$ cat config.mk
export PLATFORM = sky130hd
export DESIGN_NAME = ioctrl_sched
export DESIGN_NICKNAME = d
export VERILOG_FILES = /design/src/rtl/ioctrl_sched.sv
export SDC_FILE = /design/constraint.sdc
export NUM_CORES = 1
export LEC_CHECK = 0
export BUFFER_PORTS_ARGS = -buffer_cell sky130_fd_sc_hd__buf_2
export CAP_MARGIN = 0
export CELL_PAD_IN_SITES_DETAIL_PLACEMENT = 1
export CELL_PAD_IN_SITES_GLOBAL_PLACEMENT = 2
export CORE_MARGIN = 10
export CORE_UTILIZATION = 19
export DETAILED_ROUTE_END_ITERATION = 10
export GPL_TIMING_DRIVEN = 1
export PLACE_DENSITY_LB_ADDON = 0.08
export RECOVER_POWER = 50
export SLEW_MARGIN = 20
export SYNTH_ARGS = -nofsm -noshare
export SYNTH_HDL_FRONTEND = slang
export SYNTH_SLANG_ARGS = --single-unit
$ cat constraint.sdc
create_clock -name CLK -period 1.75 [get_ports CLK]
set_clock_uncertainty 0.15 [all_clocks]
set_input_delay 0.2625 -clock CLK [delete_from_list [all_inputs] [get_ports CLK]]
set_output_delay 0.2625 -clock CLK [all_outputs]
set_load 0.05 [all_outputs]
$ cat src/rtl/ioctrl_sched.sv
// ioctrl_sched: per-frame refresh sequencer for the two I/O chips and arbiter of their shared I/O RAM.
// Build option: define IOCTRL_SCHED_STARVE_GUARD_EN to bound how long the CPU can starve the sequencer.
module ioctrl_sched #(
    parameter int SEQ_LEN   = 16,
    parameter int STALL_MAX = 8
) (
    input  logic       CLK,
    input  logic       RESET,
    input  logic       VBLANK,
    input  logic       CPU_REQ,
    input  logic       CPU_WR,
    input  logic       CPU_CHIP,
    input  logic [5:0] CPU_ADRS,
    input  logic [3:0] CPU_DIN,
    output logic [3:0] CPU_DOUT,
    output logic       CPU_ACK,
    output logic       CPU_WAIT,
    output logic [4:0] SRC_SEL,
    input  logic [3:0] SRC_DATA,
    output logic       RAM_CS,
    output logic       RAM_WE,
    output logic       RAM_CHIP,
    output logic [5:0] RAM_ADRS,
    output logic [3:0] RAM_DIN,
    input  logic [3:0] RAM_DOUT,
    output logic       BUSY,
    output logic       DONE,
    output logic [1:0] dbg_state
);

    // Handshake: CPU_REQ is held until CPU_ACK; a request still high in the
    // ACK cycle is a fresh request and is arbitrated again that cycle.

    typedef enum logic [1:0] {
        S_IDLE  = 2'd0,
        S_CHIP0 = 2'd1,
        S_CHIP1 = 2'd2,
        S_FIN   = 2'd3
    } state_t;

    localparam logic [3:0] LAST_IDX = 4'(SEQ_LEN - 1);

    state_t     state;
    state_t     state_nxt;
    logic [3:0] index;
    logic       pending;
    logic       vblank_prev;
    logic       ack_q;
    logic       ack_rd_q;
    logic [3:0] dout_q;

    logic vblank_rise;
    logic seq_active;
    logic seq_chip;
    logic force_seq;
    logic cpu_grant;
    logic seq_grant;
    logic last_idx;

    assign vblank_rise = VBLANK & ~vblank_prev;
    assign seq_active  = (state == S_CHIP0) || (state == S_CHIP1);
    assign seq_chip    = (state == S_CHIP1) || (state == S_FIN);
    assign last_idx    = (index == LAST_IDX);
    assign cpu_grant   = CPU_REQ & ~force_seq;
    assign seq_grant   = seq_active & ~cpu_grant;

`ifdef IOCTRL_SCHED_STARVE_GUARD_EN
    localparam logic [7:0] STALL_LIMIT = 8'(STALL_MAX);

    logic [7:0] stall_cnt;

    assign force_seq = seq_active && (stall_cnt == STALL_LIMIT);

    // Counts consecutive cycles the active sequencer lost the slot to the CPU.
    always_ff @(posedge CLK) begin
        if (RESET || !seq_active || seq_grant) begin
            stall_cnt <= 8'd0;
        end else begin
            stall_cnt <= stall_cnt + 8'd1;
        end
    end
`else
    logic unused_stall_max;

    // Strict CPU priority: STALL_MAX has no effect in this build.
    assign unused_stall_max = (STALL_MAX > 0);
    assign force_seq        = 1'b0;
`endif

    always_ff @(posedge CLK) begin
        if (RESET) begin
            state <= S_IDLE;
        end else begin
            state <= state_nxt;
        end
    end

    always_comb begin
        state_nxt = state;
        case (state)
            S_IDLE: begin
                if (vblank_rise || pending) begin
                    state_nxt = S_CHIP0;
                end
            end
            S_CHIP0: begin
                if (seq_grant && last_idx) begin
                    state_nxt = S_CHIP1;
                end
            end
            S_CHIP1: begin
                if (seq_grant && last_idx) begin
                    state_nxt = S_FIN;
                end
            end
            default: begin
                state_nxt = S_IDLE;
            end
        endcase
    end

    always_comb begin
        BUSY      = (state != S_IDLE);
        DONE      = (state == S_FIN);
        dbg_state = state;
        SRC_SEL   = BUSY ? {seq_chip, index} : 5'd0;
        CPU_WAIT  = CPU_REQ & seq_grant;
        CPU_ACK   = ack_q;
        CPU_DOUT  = ack_rd_q ? RAM_DOUT : dout_q;
        RAM_CS    = 1'b0;
        RAM_WE    = 1'b0;
        RAM_CHIP  = 1'b0;
        RAM_ADRS  = 6'd0;
        RAM_DIN   = 4'd0;
        if (cpu_grant) begin
            RAM_CS   = 1'b1;
            RAM_WE   = CPU_WR;
            RAM_CHIP = CPU_CHIP;
            RAM_ADRS = CPU_ADRS;
            RAM_DIN  = CPU_DIN;
        end else if (seq_grant) begin
            RAM_CS   = 1'b1;
            RAM_WE   = 1'b1;
            RAM_CHIP = seq_chip;
            RAM_ADRS = {2'b00, index};
            RAM_DIN  = SRC_DATA;
        end
    end

    always_ff @(posedge CLK) begin
        if (RESET) begin
            index <= 4'd0;
        end else if (state == S_IDLE) begin
            index <= 4'd0;
        end else if (seq_grant) begin
            index <= last_idx ? 4'd0 : index + 4'd1;
        end
    end

    // Only one extra pass is remembered; IDLE consumes it and launches the pass.
    always_ff @(posedge CLK) begin
        if (RESET) begin
            pending     <= 1'b0;
            vblank_prev <= 1'b1;
        end else begin
            vblank_prev <= VBLANK;
            if (state == S_IDLE) begin
                pending <= 1'b0;
            end else if (vblank_rise) begin
                pending <= 1'b1;
            end
        end
    end

    // RAM read data arrives the cycle after the grant and is latched for the CPU.
    always_ff @(posedge CLK) begin
        if (RESET) begin
            ack_q    <= 1'b0;
            ack_rd_q <= 1'b0;
            dout_q   <= 4'd0;
        end else begin
            ack_q    <= cpu_grant;
            ack_rd_q <= cpu_grant & ~CPU_WR;
            if (ack_rd_q) begin
                dout_q <= RAM_DOUT;
            end
        end
    end

endmodule

==> qor.yml, run 1 <==
cts_root_buffer: "clkbuf_8"
dr.max_layer_used: "met4"
vias: 914
fin_nets: 193
critPathMaxStageDelay_ns: 0.36
hold_viol_final: 0
synth.avg_cell_area_sq_um: 8.371
wl_met3_microns: 211
syn_nets: 130
clock.fmax_mhz: 529.7
die_area_sq_um: 7461
combPwrFrac: 0.544
areaGrowthSynthToFinish_pct: 78.18
stdcell_area_sq_um: 1491
min_period_over_period: 1.079
clk_latency_ns: 0.24
clkTransAtPathRegs_ns: 0.06
rows: 24
grt_pass1_vias: 1026
critPathLaunchType: "flip-flop"
drtIter0Drc: 21
wl_per_cell_microns: 14.57
dr_wl_met2_microns: 1619
end_kind: "output port"
finalPower_w: 0.001481
ctsHoldBuffers: 0
drc: 0
hold_path.class: "input port to flip-flop"
cts_buffer_depth: 2
die_h_microns: 86.38
h-tree-depth: 1
wl_microns: 3117
drive_above_1_share: 0.5926
antennaDiodeCount: 0
yosysUniqueCellTypes: 31
max-slew-margin-rel: 0.4978
crit_chain: "inv_4 > ha_4 > nor2b_4 > a22o_2 > buf_6"
ir_drop_mv: 0.4765
tritoncts: "done"
post-route-min-period_ns: 1.888
ys_top_cells_by_area: "dfxtp_1 (33%), ha_1 (9.0%), nor2b_1 (8.2%), nand2_1 (5.8%), mux2_2 (5.4%)"
clock_power_share: 0.213
synth_top_area_frac: 0.3348
worstPathRequired_ns: 1.34
p_sw_frac: 0.4276
grt_first_pass_wirelength_microns: 4995
ant_nets: 0
ys_seq_area_frac: 0.3348
place_congestion: 0.7191
cts_buffers: 3
tightest_slew_ns: 0.7533
initial_utilization: 0.1936
met1Wirelength_microns: 1270
grt_start_max_net_pins: 16
maxCapViolCount: 0
syn_inst: 100
critPathKind: "flip-flop to output port"
p_per_area_nw_per_um2: 992.8
fillCellCount: 524
netlist_area_sq_um: 837.1
slew_violations: 0
ys_warn_count: 0
dp_worst_setup_slack_ns: 0.01466
final.setup.worst_slack_ns: -0.1379
viasPerCell: 4.271
coreArea_sq_um: 4324
io_pins: 52
violations: "setup timing"
track_usage: 0.08152
grt-ovfl-total: 0
outcome: "complete, but fails checks"
fin_setup_tns_ns: -1.210
crit_slowest_cell: "dfxtp_4"
drt_first_pass_iters: 3
clock-sinks: 14
p_leak_nw: 0.6789
grt_setup_unrepaired: "yes"
postSynthRegisterBits: 14
p_sw_w: 0.0006331
seq_power_share: 0.243
critPathArrivalTime_ns: 1.48
setup_viol: 14
die_w_microns: 86.38
io_buffer_count: 50
antenna_found_initial: 0
dpl_cell_area_sq_um: 1240
place_hpwl_microns: 2460
worst-path-max-fanout: 6
p_int_w: 0.0008476
yosys.area.top_type: "dfxtp_1"
-- power groups by stage --
stage	Combinational (W)	Clock, W	Sequential (W)
after floorplan	0.000443	0	0.000412
after global placement	0.000669	0	0.000365
after detailed placement	0.000683	0	0.000366
after CTS	0.000760	0.000333	0.000359
after global routing	0.000871	0.000354	0.000362
final	0.000805	0.000316	0.000360
-- flip-flops by register name, summed over array words and instances (netlist names) --
name,cells
dout_q,4
index,4
dbg_state,2
CPU_ACK,1
ack_rd_q,1
pending,1
vblank_prev,1
-- through the flow --
step | instances | hold WS (ns) | util
3_3_place_gp | 203 | 0.2893 | 0.2867
4_1_cts | 210 | 0.03391 | 0.3261
3_5_place_dp | 203 | 0.2988 | 0.2867
2_1_floorplan | 100 | 0.1841 | -
6_report | 214 | 0.04195 | 0.3449
5_1_grt | 214 | 0.03318 | 0.3449
-- routing by layer --
metal / track usage / up-vias
li1: - / 462
met1: 0.08604 / 425
met2: 0.1450 / 25
met3: 0.03659 / 2
met4: 0.01767 / 0
met5: 0 / -
-- cell families after synthesis --
kind of cell,count (synthesis),synth area share
xor gates and xnor gates,1,0.01047
DFF,14,0.3348
other,1,0.004480
buffers and inverters,10,0.05978
AOI/OAI and AO/OA,20,0.1644
muxes,5,0.06577
adders and majority gates,6,0.08968
and+or+nand+nor,43,0.2706
-- final timing paths --
path                 from           end  slack [ns]  cells after the start
min                CPU_WR      ack_rd_q        0.04                      2
min reg2reg       pending       pending        0.36                      2
max          dbg_state[0]    RAM_DIN[1]       -0.14                      5
max reg2reg  dbg_state[0]  dbg_state[1]       -0.07                      7
-- worst max-delay path, delay by kind of cell, from the launching register on --
family	cells	cell delay (ns)
simple gates	1	0.23
compound gates	1	0.18
flops	1	0.36
fa+ha+maj	1	0.27
buf+inv	2	0.19
-- cells in the mapped netlist, drive strengths merged --
cell,number
nor2,7
o32ai,1
a311oi,1
o41ai,1
or3,1
xor2,1
a21oi,2
or2,2
a31oi,1
nor3,4
conb,1
and2,2
o31ai,1
ha,6
nor2b,12
nand2,14
inv,4
a211oi,1
a22o,4
mux2i,1
o21ai,8
clkbuf,3
nand2b,1
buf,3
dfxtp,14
mux2,4
-- cell usage in the layout, fill, tap and decap left out, types with 3 or more instances in the layout --
master	synthesis	routed
mux2_2	4	3
o21ai_2	0	3
buf_4	1	16
a22o_2	0	4
buf_2	1	32
nor2b_2	0	4
ha_1	6	3
clkbuf_8	0	4
dfxtp_1	14	12
nor2_1	7	5
nor2b_1	11	7
ha_4	0	3
buf_6	1	12
nor3_1	4	4
nand2_1	13	12
-- layout make-up --
cell class	instances	area, sq um	area share
clock buffer	4	55.05	0.03691
inverter	4	20.02	0.01342
multi-input combinational	76	610.6	0.4094
sequential	14	287.8	0.1930
tap	52	65.06	0.04362
timing repair buffer	64	452.9	0.3037
-- timing repair --
| action | in CTS | in global routing |
|---|---|---|
| gates resized for setup | 30 | 11 |
| buffers inserted | 3 | 4 |
| pin swaps | 3 | 5 |
| gates cloned | 0 | 0 |
| endpoints found under the setup margin | 17 | 19 |
| endpoints found under the hold margin | 0 | 0 |
Power figures use the tool's default switching activity.
==> run 2: changes to the inputs <==
--- a/config.mk
+++ b/config.mk
@@ -5,12 +5,13 @@
 export SDC_FILE = /design/constraint.sdc
 export NUM_CORES = 1
 export LEC_CHECK = 0
+export ABC_AREA = 1
 export BUFFER_PORTS_ARGS = -buffer_cell sky130_fd_sc_hd__buf_2
 export CAP_MARGIN = 0
 export CELL_PAD_IN_SITES_DETAIL_PLACEMENT = 1
 export CELL_PAD_IN_SITES_GLOBAL_PLACEMENT = 2
 export CORE_MARGIN = 10
-export CORE_UTILIZATION = 19
+export CORE_UTILIZATION = 18
 export DETAILED_ROUTE_END_ITERATION = 10
 export GPL_TIMING_DRIVEN = 1
 export PLACE_DENSITY_LB_ADDON = 0.08
==> run 2 against run 1 <==
Net effect:
- the run still ends with setup timing left
- final cell count rose by 7.9%
- wire length rose by 5.8%
- sequential cell count unchanged
- worst hold slack improved by 0.00060 ns
- design area rose by 4.5%
- critical path type unchanged
- largest power group unchanged
- highest routed layer unchanged
==> qor.yml, run 2 <==
min_period_over_period: 1.062
outcome: "complete, but fails checks"
ir_drop_mv: 0.6260
grt_pass1_vias: 1065
ant_nets: 0
critPathLaunchType: "flip-flop"
rows: 24
areaGrowthSynthToFinish_pct: 91.10
yosys.area.top_type: "dfxtp_1"
yosysUniqueCellTypes: 21
maxCapViolCount: 0
final_common_cell: "buf_2"
mostFrequentLayoutCells: "buf_2 (35), nand2_1 (27), dfxtp_1 (12), inv_1 (12), buf_4 (10)"
clock-sinks: 14
coreArea_sq_um: 4384
drc: 0
fin_nets: 210
wl_per_cell_microns: 14.28
ys_top_cells_by_area: "dfxtp_1 (34%), nand2_1 (13%), ha_1 (9.2%), inv_1 (6.9%), nor2_1 (6.4%)"
synth_ff_type: "dfxtp_1"
h-tree-depth: 1
max-slew-margin-rel: 0.5967
violations: "setup timing"
hold_path.class: "input port to flip-flop"
synth.avg_cell_area_sq_um: 6.972
p_per_area_nw_per_um2: 1551
ys_warn_count: 0
grt-ovfl-total: 0
drive_above_1_share: 0.5307
worst-path-max-fanout: 8
netlist_area_sq_um: 815.8
clkTransAtPathRegs_ns: 0.06
syn_nets: 147
end_kind: "output port"
io_pins: 52
dpl.cell_count: 221
place_hpwl_microns: 2691
die_area_sq_um: 7625
clock.fmax_mhz: 538.1
drtIter0Drc: 13
finalNonFillerCells: 231
setup_viol: 11
critPathMaxStageDelay_ns: 0.36
cts_root_buffer: "clkbuf_8"
ys_seq_area_frac: 0.3436
critPathArrivalTime_ns: 1.45
initial_utilization: 0.1861
io_buffer_count: 50
drt_first_pass_iters: 4
cts_buffer_depth: 2
finalPower_w: 0.002419
tightest_slew_ns: 0.6075
die_h_microns: 87.32
fillCellCount: 543
worstPathRequired_ns: 1.34
critPathKind: "flip-flop to output port"
path_buf_inv: 3
cp_top_family: "flip-flops"
hold_viol_final: 0
post-route-min-period_ns: 1.859
p_leak_nw: 0.7622
ctsHoldBuffers: 0
grt_start_max_net_pins: 11
place_congestion: 0.7872
slew_violations: 0
wl_microns: 3298
antennaDiodeCount: 0
die_w_microns: 87.32
syn_inst: 117
vias: 985
antenna_found_initial: 0
r2r.worst_path.cells: 10
synth_edf_count: 0
async_flop_share: 0
tritoncts: "done"
viasPerCell: 4.264
clk_latency_ns: 0.25
track_usage: 0.08355
crit_slowest_cell: "dfxtp_4"
synth_top_area_frac: 0.3436
yosysMostFrequentCell: "nand2_1"
crit_chain: "inv_4 > ha_4 > buf_12 > nand2_8 > o21ai_4 > buf_6"
cp_num_cells: 6
grt_first_pass_wirelength_microns: 5099
worstHoldPathCells: 2
cts_buffers: 3
postSynthRegisterBits: 14
final.setup.worst_slack_ns: -0.1086
grt_setup_unrepaired: "yes"
ys_top_cells_by_count: "nand2_1 (29), inv_1 (15), dfxtp_1 (14), nor2_1 (14), a21oi_1 (10)"
## run 2: changes by cell type in the layout (fill, tap and decap cells not counted), sizes merged, moves of 2 or more
| cell | change |
|---|---|
| nor2 | +8 |
| o21ai | -2 |
| buf | -3 |
| a21oi | +8 |
| nor3 | -3 |
| nand2 | +16 |
| nand3 | +5 |
| and2 | -2 |
| o21bai | +2 |
| nor2b | -12 |
| mux2 | -4 |
| inv | +12 |
## run 2: kinds of logic (layout without fill, tap and decap cells)
| group | count (synthesis) | in the layout | synth area share |
|---|---|---|---|
| flip-flops | 14 | 14 | 0.3436 |
| AND/OR/NAND/NOR | 53 | 53 | 0.2853 |
| adder cells (fa/ha/maj) | 6 | 6 | 0.09202 |
| AO/OA/AOI/OAI | 23 | 23 | 0.1733 |
| buffers and inverters | 20 | 82 | 0.1012 |
| other | 1 | 1 | 0.004597 |
## run 2: power by group
group	switching, W	internal (W)	leakage (nW)
clock network	0.000125	0.000199	0.0288
logic	0.00101	0.000694	0.618
registers	0.0000265	0.000365	0.116
## run 2: through the flow
stage               TNS (ns)  setup slack, ns  hold WS (ns)    util  cell area, sq um
CTS                  -0.9696          -0.1165       0.04135  0.3305              1449
global placement           0         0.006958        0.3008  0.2931              1285
global route          -1.749          -0.1763       0.04081  0.3556              1559
finish               -0.9825          -0.1086       0.04256  0.3556              1559
detailed placement         0         0.001911        0.3102  0.2931              1285
floorplan                  0         0.002529        0.1918       -             947.2
## run 2: repair_timing
item                       CTS  global route
setup endpoints to repair   12            13
resized for setup           33            13
pin swaps                    4             5
buffers inserted             1             6
## run 2: area by class of cell
type,instances,area [sq um],area share
Multi-Input combinational cell,83,631.9,0.4053
Clock buffer,4,55.05,0.03531
Sequential cell,14,287.8,0.1846
Tap cell,52,65.06,0.04173
Timing Repair Buffer,62,454.2,0.2913
Inverter,16,65.06,0.04173
## run 2: path summary, 6_finish.rpt
kind / start / to / slack, ns
hold reg to reg: pending / pending / 0.32
hold / removal: CPU_WR / ack_rd_q / 0.04
setup / recovery: dbg_state[0] / RAM_ADRS[1] / -0.11
setup reg to reg: dbg_state[0] / index[3] / -0.05
## run 2: routing by layer
metal	routed length [microns]	vias up	global-route usage
met5	0	-	0
li1	-	493	-
met1	1353	453	0.09004
met4	41	0	0.03043
met2	1571	37	0.1382
met3	332	2	0.04026
